**config.mk**
```make
export PLATFORM = sky130hd
export DESIGN_NAME = vga_timing_gen
export DESIGN_NICKNAME = d
export VERILOG_FILES = /design/src/rtl/vga_timing_gen.sv
export SDC_FILE = /design/constraint.sdc
export NUM_CORES = 1
export LEC_CHECK = 0
export ABC_CLOCK_PERIOD_IN_PS = 2000
export CORE_ASPECT_RATIO = 1.2
export CORE_UTILIZATION = 25
export DETAILED_ROUTE_END_ITERATION = 10
export PLACE_DENSITY = 0.59
export SLEW_MARGIN = 20
export SYNTH_ARGS = -nofsm -noshare
export SYNTH_HDL_FRONTEND = slang
export SYNTH_SLANG_ARGS = --single-unit
```
**constraint.sdc**
```tcl
create_clock -name clk -period 2 [get_ports clk]
set_input_delay 0.5 -clock clk [delete_from_list [all_inputs] [get_ports clk]]
set_output_delay 0.5 -clock clk [all_outputs]
set_load 0.02 [all_outputs]
```
**src/rtl/vga_timing_gen.sv**
```systemverilog
// VGA raster timing generator: free-running pixel/line counters, registered
// sync and blanking flags, and a colour stage that zeroes pixels while blanked.
module vga_timing_gen #(
  parameter int unsigned H_ACTIVE = 640,
  parameter int unsigned H_FP     = 16,
  parameter int unsigned H_SYNC   = 96,
  parameter int unsigned H_BP     = 48,
  parameter int unsigned V_ACTIVE = 480,
  parameter int unsigned V_FP     = 10,
  parameter int unsigned V_SYNC   = 2,
  parameter int unsigned V_BP     = 33,
  parameter bit          SYNC_POL = 1'b0
) (
  input  logic       clk,
  input  logic       reset,
  input  logic       pix_ce,
  input  logic [3:0] pix_r,
  input  logic [3:0] pix_g,
  input  logic [3:0] pix_b,
  output logic [9:0] hcount,
  output logic [9:0] vcount,
  output logic       frame_tick,
  output logic       Hsync,
  output logic       Vsync,
  output logic       HBlank,
  output logic       VBlank,
  output logic [3:0] vgaRed,
  output logic [3:0] vgaGreen,
  output logic [3:0] vgaBlue
);

  localparam int unsigned H_TOTAL = H_ACTIVE + H_FP + H_SYNC + H_BP;
  localparam int unsigned V_TOTAL = V_ACTIVE + V_FP + V_SYNC + V_BP;

  localparam logic [9:0] H_LAST     = 10'(H_TOTAL - 1);
  localparam logic [9:0] V_LAST     = 10'(V_TOTAL - 1);
  localparam logic [9:0] H_VIS      = 10'(H_ACTIVE);
  localparam logic [9:0] V_VIS      = 10'(V_ACTIVE);
  localparam logic [9:0] HS_FIRST   = 10'(H_ACTIVE + H_FP);
  localparam logic [9:0] HS_LAST    = 10'(H_ACTIVE + H_FP + H_SYNC - 1);
  localparam logic [9:0] VS_FIRST   = 10'(V_ACTIVE + V_FP);
  localparam logic [9:0] VS_LAST    = 10'(V_ACTIVE + V_FP + V_SYNC - 1);

  logic [9:0] h_q;
  logic [9:0] v_q;
  logic       h_last;
  logic       v_last;

  assign h_last = (h_q == H_LAST);
  assign v_last = (v_q == V_LAST);

  // NOTE: sequential state uses non-blocking assignments so every register
  // samples pre-edge values; the async reset branch must come first.
  always_ff @(posedge clk or posedge reset) begin
    if (reset) begin
      h_q <= '0;
      v_q <= '0;
    end else if (pix_ce) begin
      h_q <= h_last ? '0 : h_q + 10'd1;
      if (h_last) begin
        v_q <= v_last ? '0 : v_q + 10'd1;
      end
    end
  end

  assign hcount = h_q;
  assign vcount = v_q;

  // Counters are already 0 under reset; the explicit gate keeps the tick low
  // even for degenerate one-pixel timings.
  assign frame_tick = h_last && v_last && pix_ce && !reset;

  logic hblank_d;
  logic vblank_d;
  logic hsync_on;
  logic vsync_on;

  always_comb begin
    hblank_d = (h_q >= H_VIS);
    vblank_d = (v_q >= V_VIS);
    hsync_on = (h_q >= HS_FIRST) && (h_q <= HS_LAST);
    vsync_on = (v_q >= VS_FIRST) && (v_q <= VS_LAST);
  end

  // Output stage: one pix_ce behind the counters, so sync, blank and colour
  // all describe the same pixel.
  always_ff @(posedge clk or posedge reset) begin
    if (reset) begin
      HBlank   <= 1'b1;
      VBlank   <= 1'b1;
      Hsync    <= !SYNC_POL;
      Vsync    <= !SYNC_POL;
      vgaRed   <= '0;
      vgaGreen <= '0;
      vgaBlue  <= '0;
    end else if (pix_ce) begin
      HBlank <= hblank_d;
      VBlank <= vblank_d;
      Hsync  <= hsync_on ? SYNC_POL : !SYNC_POL;
      Vsync  <= vsync_on ? SYNC_POL : !SYNC_POL;
      if (hblank_d || vblank_d) begin
        vgaRed   <= '0;
        vgaGreen <= '0;
        vgaBlue  <= '0;
      end else begin
        vgaRed   <= pix_r;
        vgaGreen <= pix_g;
        vgaBlue  <= pix_b;
      end
    end
  end

endmodule

```
## Word-level counts from Yosys, hierarchy flattened

Index checks and enable logic that the tools add are counted.

| cells by class | value |
|---|---|
| add/sub/neg operators | 2 |
| multiply operators | 0 |
| divide/modulo/power cells | 0 |
| order comparisons | 6 |
| equality and inequality tests | 2 |
| shifts and indexed selects | 0 |
| mux-type cells | 7 |
| bitwise operators | 0 |
| reductions and logical operators | 8 |

Operator list:

| cell | number |
|---|---|
| adder 10 x 1 -> 10 bit (second input constant) | 2 |
| == test 10 bit (second input constant) | 2 |
| >= comparator 10 bit (second input constant) | 2 |
| >= comparator 10 x 9 -> 1 bit (second input constant) | 2 |
| 2-to-1 mux 10 bit | 2 |
| 2-to-1 mux 4 bit | 3 |
| <= comparator 10 bit (second input constant) | 1 |
| <= comparator 10 x 9 -> 1 bit (second input constant) | 1 |
| logical AND 1 bit | 5 |
| 2-to-1 mux 1 bit | 2 |
| AND reduction 2 bit | 1 |
| zero test 1 bit | 1 |
| logical OR 1 bit | 1 |

| word-level totals | value |
|---|---|
| register bits | 36 |
| bits in latches | 0 |
| RAM bits | 0 |
| bits in read-only memories | 0 |
| input bits | 15 |
| output and inout port bits | 37 |
| word-level logic and storage cells | 34 |
| memories | 0 |

## Logic depth before layout (Yosys ltp)

| logic depth | value |
|---|---|
| depth after elaboration | 4 |
| mapped depth | 7 |
| depth with buffers taken out | 6 |

## Worst setup path before layout

Ideal clock, no wire load.

| timing | value |
|---|---|
| kind | register -> output |
| start | register v_q[1] (netlist: vcount[1]) |
| end | output port frame_tick |
| data arrival time | 1.832 ns |
| data required time | 1.500 ns |
| path slack | -0.332 ns |
| stages on the path, launching flop included | 6 |
| buffers on the path | 0 |
| path through | dfrtp_1 -> inv_1 -> ha_1 -> nand4_1 -> or4_1 -> nor3_1 |

| on the way | value |
|---|---|
| word-level cells in the longest chain between the ends | 4 |

Ends and longest elaborated chain:

| element | line | RTL |
|---|---|---|
| start, declared | 45 | `logic [9:0] v_q;` |
| start signal, assigned | 61 | `v_q <= v_last ? '0 : v_q + 10'd1;` |
| == test 10 bit | 50 | `assign v_last = (v_q == V_LAST);` |
| logical AND 1 bit (3 in series) | 71 | `assign frame_tick = h_last && v_last && pix_ce && !reset;` |
| end, declared | 22 | `output logic frame_tick,` |

Every way passes these cells.

## Worst setup path after layout

| timing | value |
|---|---|
| start | register v_q[5] (netlist: vcount[5]) |
| end | output port frame_tick |

The elaborated chain is that of the path after synthesis.

==> impl_metrics.py <==
metrics = {
    "power": {
        "power_density_nw_per_um2": 704,
        "ir_drop_mv": 0.261,
        "p_leak_nw": 1.19,
    },
    "die": {
        "start_util": 0.259,
        "io_pins": 52,
        "dieWidth_um": 76.4,
        "core_area_um2": 6410,
        "die_h_um": 91.2,
        "dieArea_um2": 6970,
        "rows": 32,
    },
    "timing": {
        "rsz0062_at_grt": "true",
        "min_period_ns": 2.29,
        "hold_viol": 0,
        "slew_viol_final": 0,
        "relSlewSlack": 0.677,
        "max_freq_ghz": 0.437,
        "whs_ns": 0.489,
        "finalSetupTns_ns": -0.290,
        "postLayoutSetupSlackWorst_ns": -0.290,
        "fin_crit_sh": 1.14,
        "fin_skew_ns": 0.00547,
        "worst_slew_pin_slew_ns": 0.484,
        "setup_viol": 1,
    },
    "global_route": {
        "grt_pass1_wl_um": 7380,
        "grt-busiest-layer": "met2",
        "grt_pass1_vias": 1525,
        "antenna_found_initial": 0,
        "grt_usage": 0.134,
        "grtUsageMet3": 0.0342,
        "grtUsageMet1": 0.168,
        "grt_max_degree": 37,
        "overflow": 0,
        "met2_usage": 0.218,
    },
    "placement": {
        "place.detailed.hpwl_um": 3160,
        "io_buffers": 51,
        "dp_cells": 319,
        "dpl_cell_area_um2": 2500,
        "gp_congestion": 0.786,
        "pre_cts_ws_ns": -0.726,
    },
    "synthesis": {
        "synthTopCellsByArea": "dfrtp_1 48%, dfstp_2 6.3%, a22o_1 6.3%, xor2_1 3.2%, and3_1 3.0%",
        "synth_nets": 179,
        "yosysUniqueCellTypes": 29,
        "synthesis.area_um2": 1660,
        "synth-edff-count": 0,
        "synth-main-ff-cell": "dfrtp_1",
        "synthArstFlopShare": 1.00,
        "syn-instance-count": 160,
        "ys_ff_latch": 36,
        "synth_top_area_share": 0.483,
        "synth_area_per_cell_um2": 10.4,
        "yosys_warnings": 0,
        "yosysTopAreaCell": "dfrtp_1",
        "synth_seq_area_share": 0.546,
    },
    "finish": {
        "final_layout_size_suffix_gt1_frac": 0.215,
        "final_cells": 327,
        "design_area_um2": 2600,
        "nFillCells": 673,
        "mostFrequentLayoutCells": "50 x clkdlybuf4s50_1, 29 x dfrtp_1, 29 x buf_4",
        "diodes": 0,
        "finalNetCount": 260,
        "area_growth_pct": 56.9,
        "final_common_cell": "clkdlybuf4s50_1",
    },
    "critical_path": {
        "crit_path_end_kind": "output port",
        "slowest_stage": "or4_4",
        "cp.required_ns": 1.50,
        "cp_max_fo": 2,
        "slowest_delay_ns": 0.44,
        "crit_chain": "or3_4 -> or4_4 -> nor3_4 -> buf_6",
        "start_kind": "flop",
        "critical_path_class": "flop to output port",
        "cp.arrival_ns": 1.79,
    },
    "clocking": {
        "cts_htree_levels": 2,
        "clk_path_buf_depth": 2,
        "cts_root_buf": "clkbuf_8",
        "holdBufCountCts": 0,
        "cts_buffers": 5,
        "path_clk_slew_ns": 0.07,
        "clock_latency_ns": 0.29,
        "cts_tree": "yes",
        "clock_sinks": 36,
    },
    "route": {
        "dr.first_iter.drc_count": 69,
        "via_count": 1502,
        "viasPerCell": 4.59,
        "route.detailed.drc": 0,
        "drt-pass1-iter-count": 4,
        "ant_nets": 0,
        "wl_per_cell_um": 13.0,
        "wirelength_um": 4240,
    },
    "flow_run": {
        "drv_cap": 0,
    },
    "status": {
        "failed_checks": "negative setup slack",
        "outcome": "finished with violations",
    },
    "hold_path": {
        "hp-class": "flop to flop",
    },
}
through the flow:
step / util / power, W
CTS: 0.406 / 0.00186
finish: 0.406 / 0.00183
global placement: 0.391 / 0.00131
global route: 0.406 / 0.00193
detailed placement: 0.391 / 0.00132
floorplan: - / 0.00104
state kept, by name, indices dropped and copies added (netlist names):
register  flops
HBlank        1
Hsync         1
VBlank        1
Vsync         1
hcount       10
vcount       10
vgaBlue       4
vgaGreen      4
vgaRed        4
worst max-delay path: cells and delay by family (launching register included):
family                 cells  cell delay [ns]
and+or+nand+nor            3             0.96
DFF                        1             0.40
buffers and inverters      1             0.14
final timing paths:
check,start,endpoint,slack [ns],cells after the start
worst max-delay path,vcount[5],frame_tick,-0.29,4
worst min-delay path,HBlank,HBlank,0.49,2
worst max register to register,hcount[5],vcount[8],0.20,5
worst min register to register,HBlank,HBlank,0.49,2
max in group asynchronous,reset,Hsync,1.09,3
min in group asynchronous,reset,vcount[6],0.66,3
layout make-up:
class	instances	area, um2	area share
Sequential cell	36	910	0.350
Timing Repair Buffer	81	749	0.288
Multi-Input combinational cell	105	699	0.269
Tap cell	85	106	0.0409
Clock buffer	6	82.6	0.0317
Inverter	12	45.0	0.0173
Clock inverter	2	10.0	0.00385
report_power, final:
| group | total (W) | switching, W | internal, W |
|---|---|---|---|
| sequential | 0.000811 | 0.0000317 | 0.000780 |
| combinational | 0.000486 | 0.000242 | 0.000244 |
| clock | 0.000535 | 0.000260 | 0.000275 |
| total | 0.00183 | 0.000534 | 0.00130 |
per-layer routing:
| layer | vias up | share of wire |
|---|---|---|
| met3 | 9 | 0.043 |
| li1 | 733 | - |
| met4 | 0 | 0.019 |
| met5 | - | 0 |
| met2 | 32 | 0.50 |
| met1 | 728 | 0.44 |
logic make-up (layout without fill, tap and decap cells):
logic type	Yosys count	count (layout)	synth area share
fa+ha+maj	4	4	0.0302
simple gates	54	54	0.178
flops	36	36	0.546
mux	1	1	0.00603
buf+inv	19	101	0.0445
xor+xnor	9	9	0.0475
compound gates	37	37	0.148
synth_stat cells (2+ instances only):
library cell,n
dfrtp_1,32
a22o_1,12
inv_1,12
nand2_1,11
nand3_1,10
o21ai_0,9
a21oi_1,8
and3_1,8
nor2_1,8
xor2_1,6
clkbuf_1,5
nand4_1,5
dfstp_2,4
ha_1,4
o22ai_1,4
nor3_1,3
xnor2_1,3
buf_2,2
nor4_1,2
o31ai_1,2
or3_1,2
repair_timing:
item / 4_1_cts / 5_1_grt
resized for setup: 8 / 0
buffers inserted: 0 / 0
pin swaps: 1 / 2
endpoints found under the setup margin: 1 / 3
(Power assumes the default switching activity.)
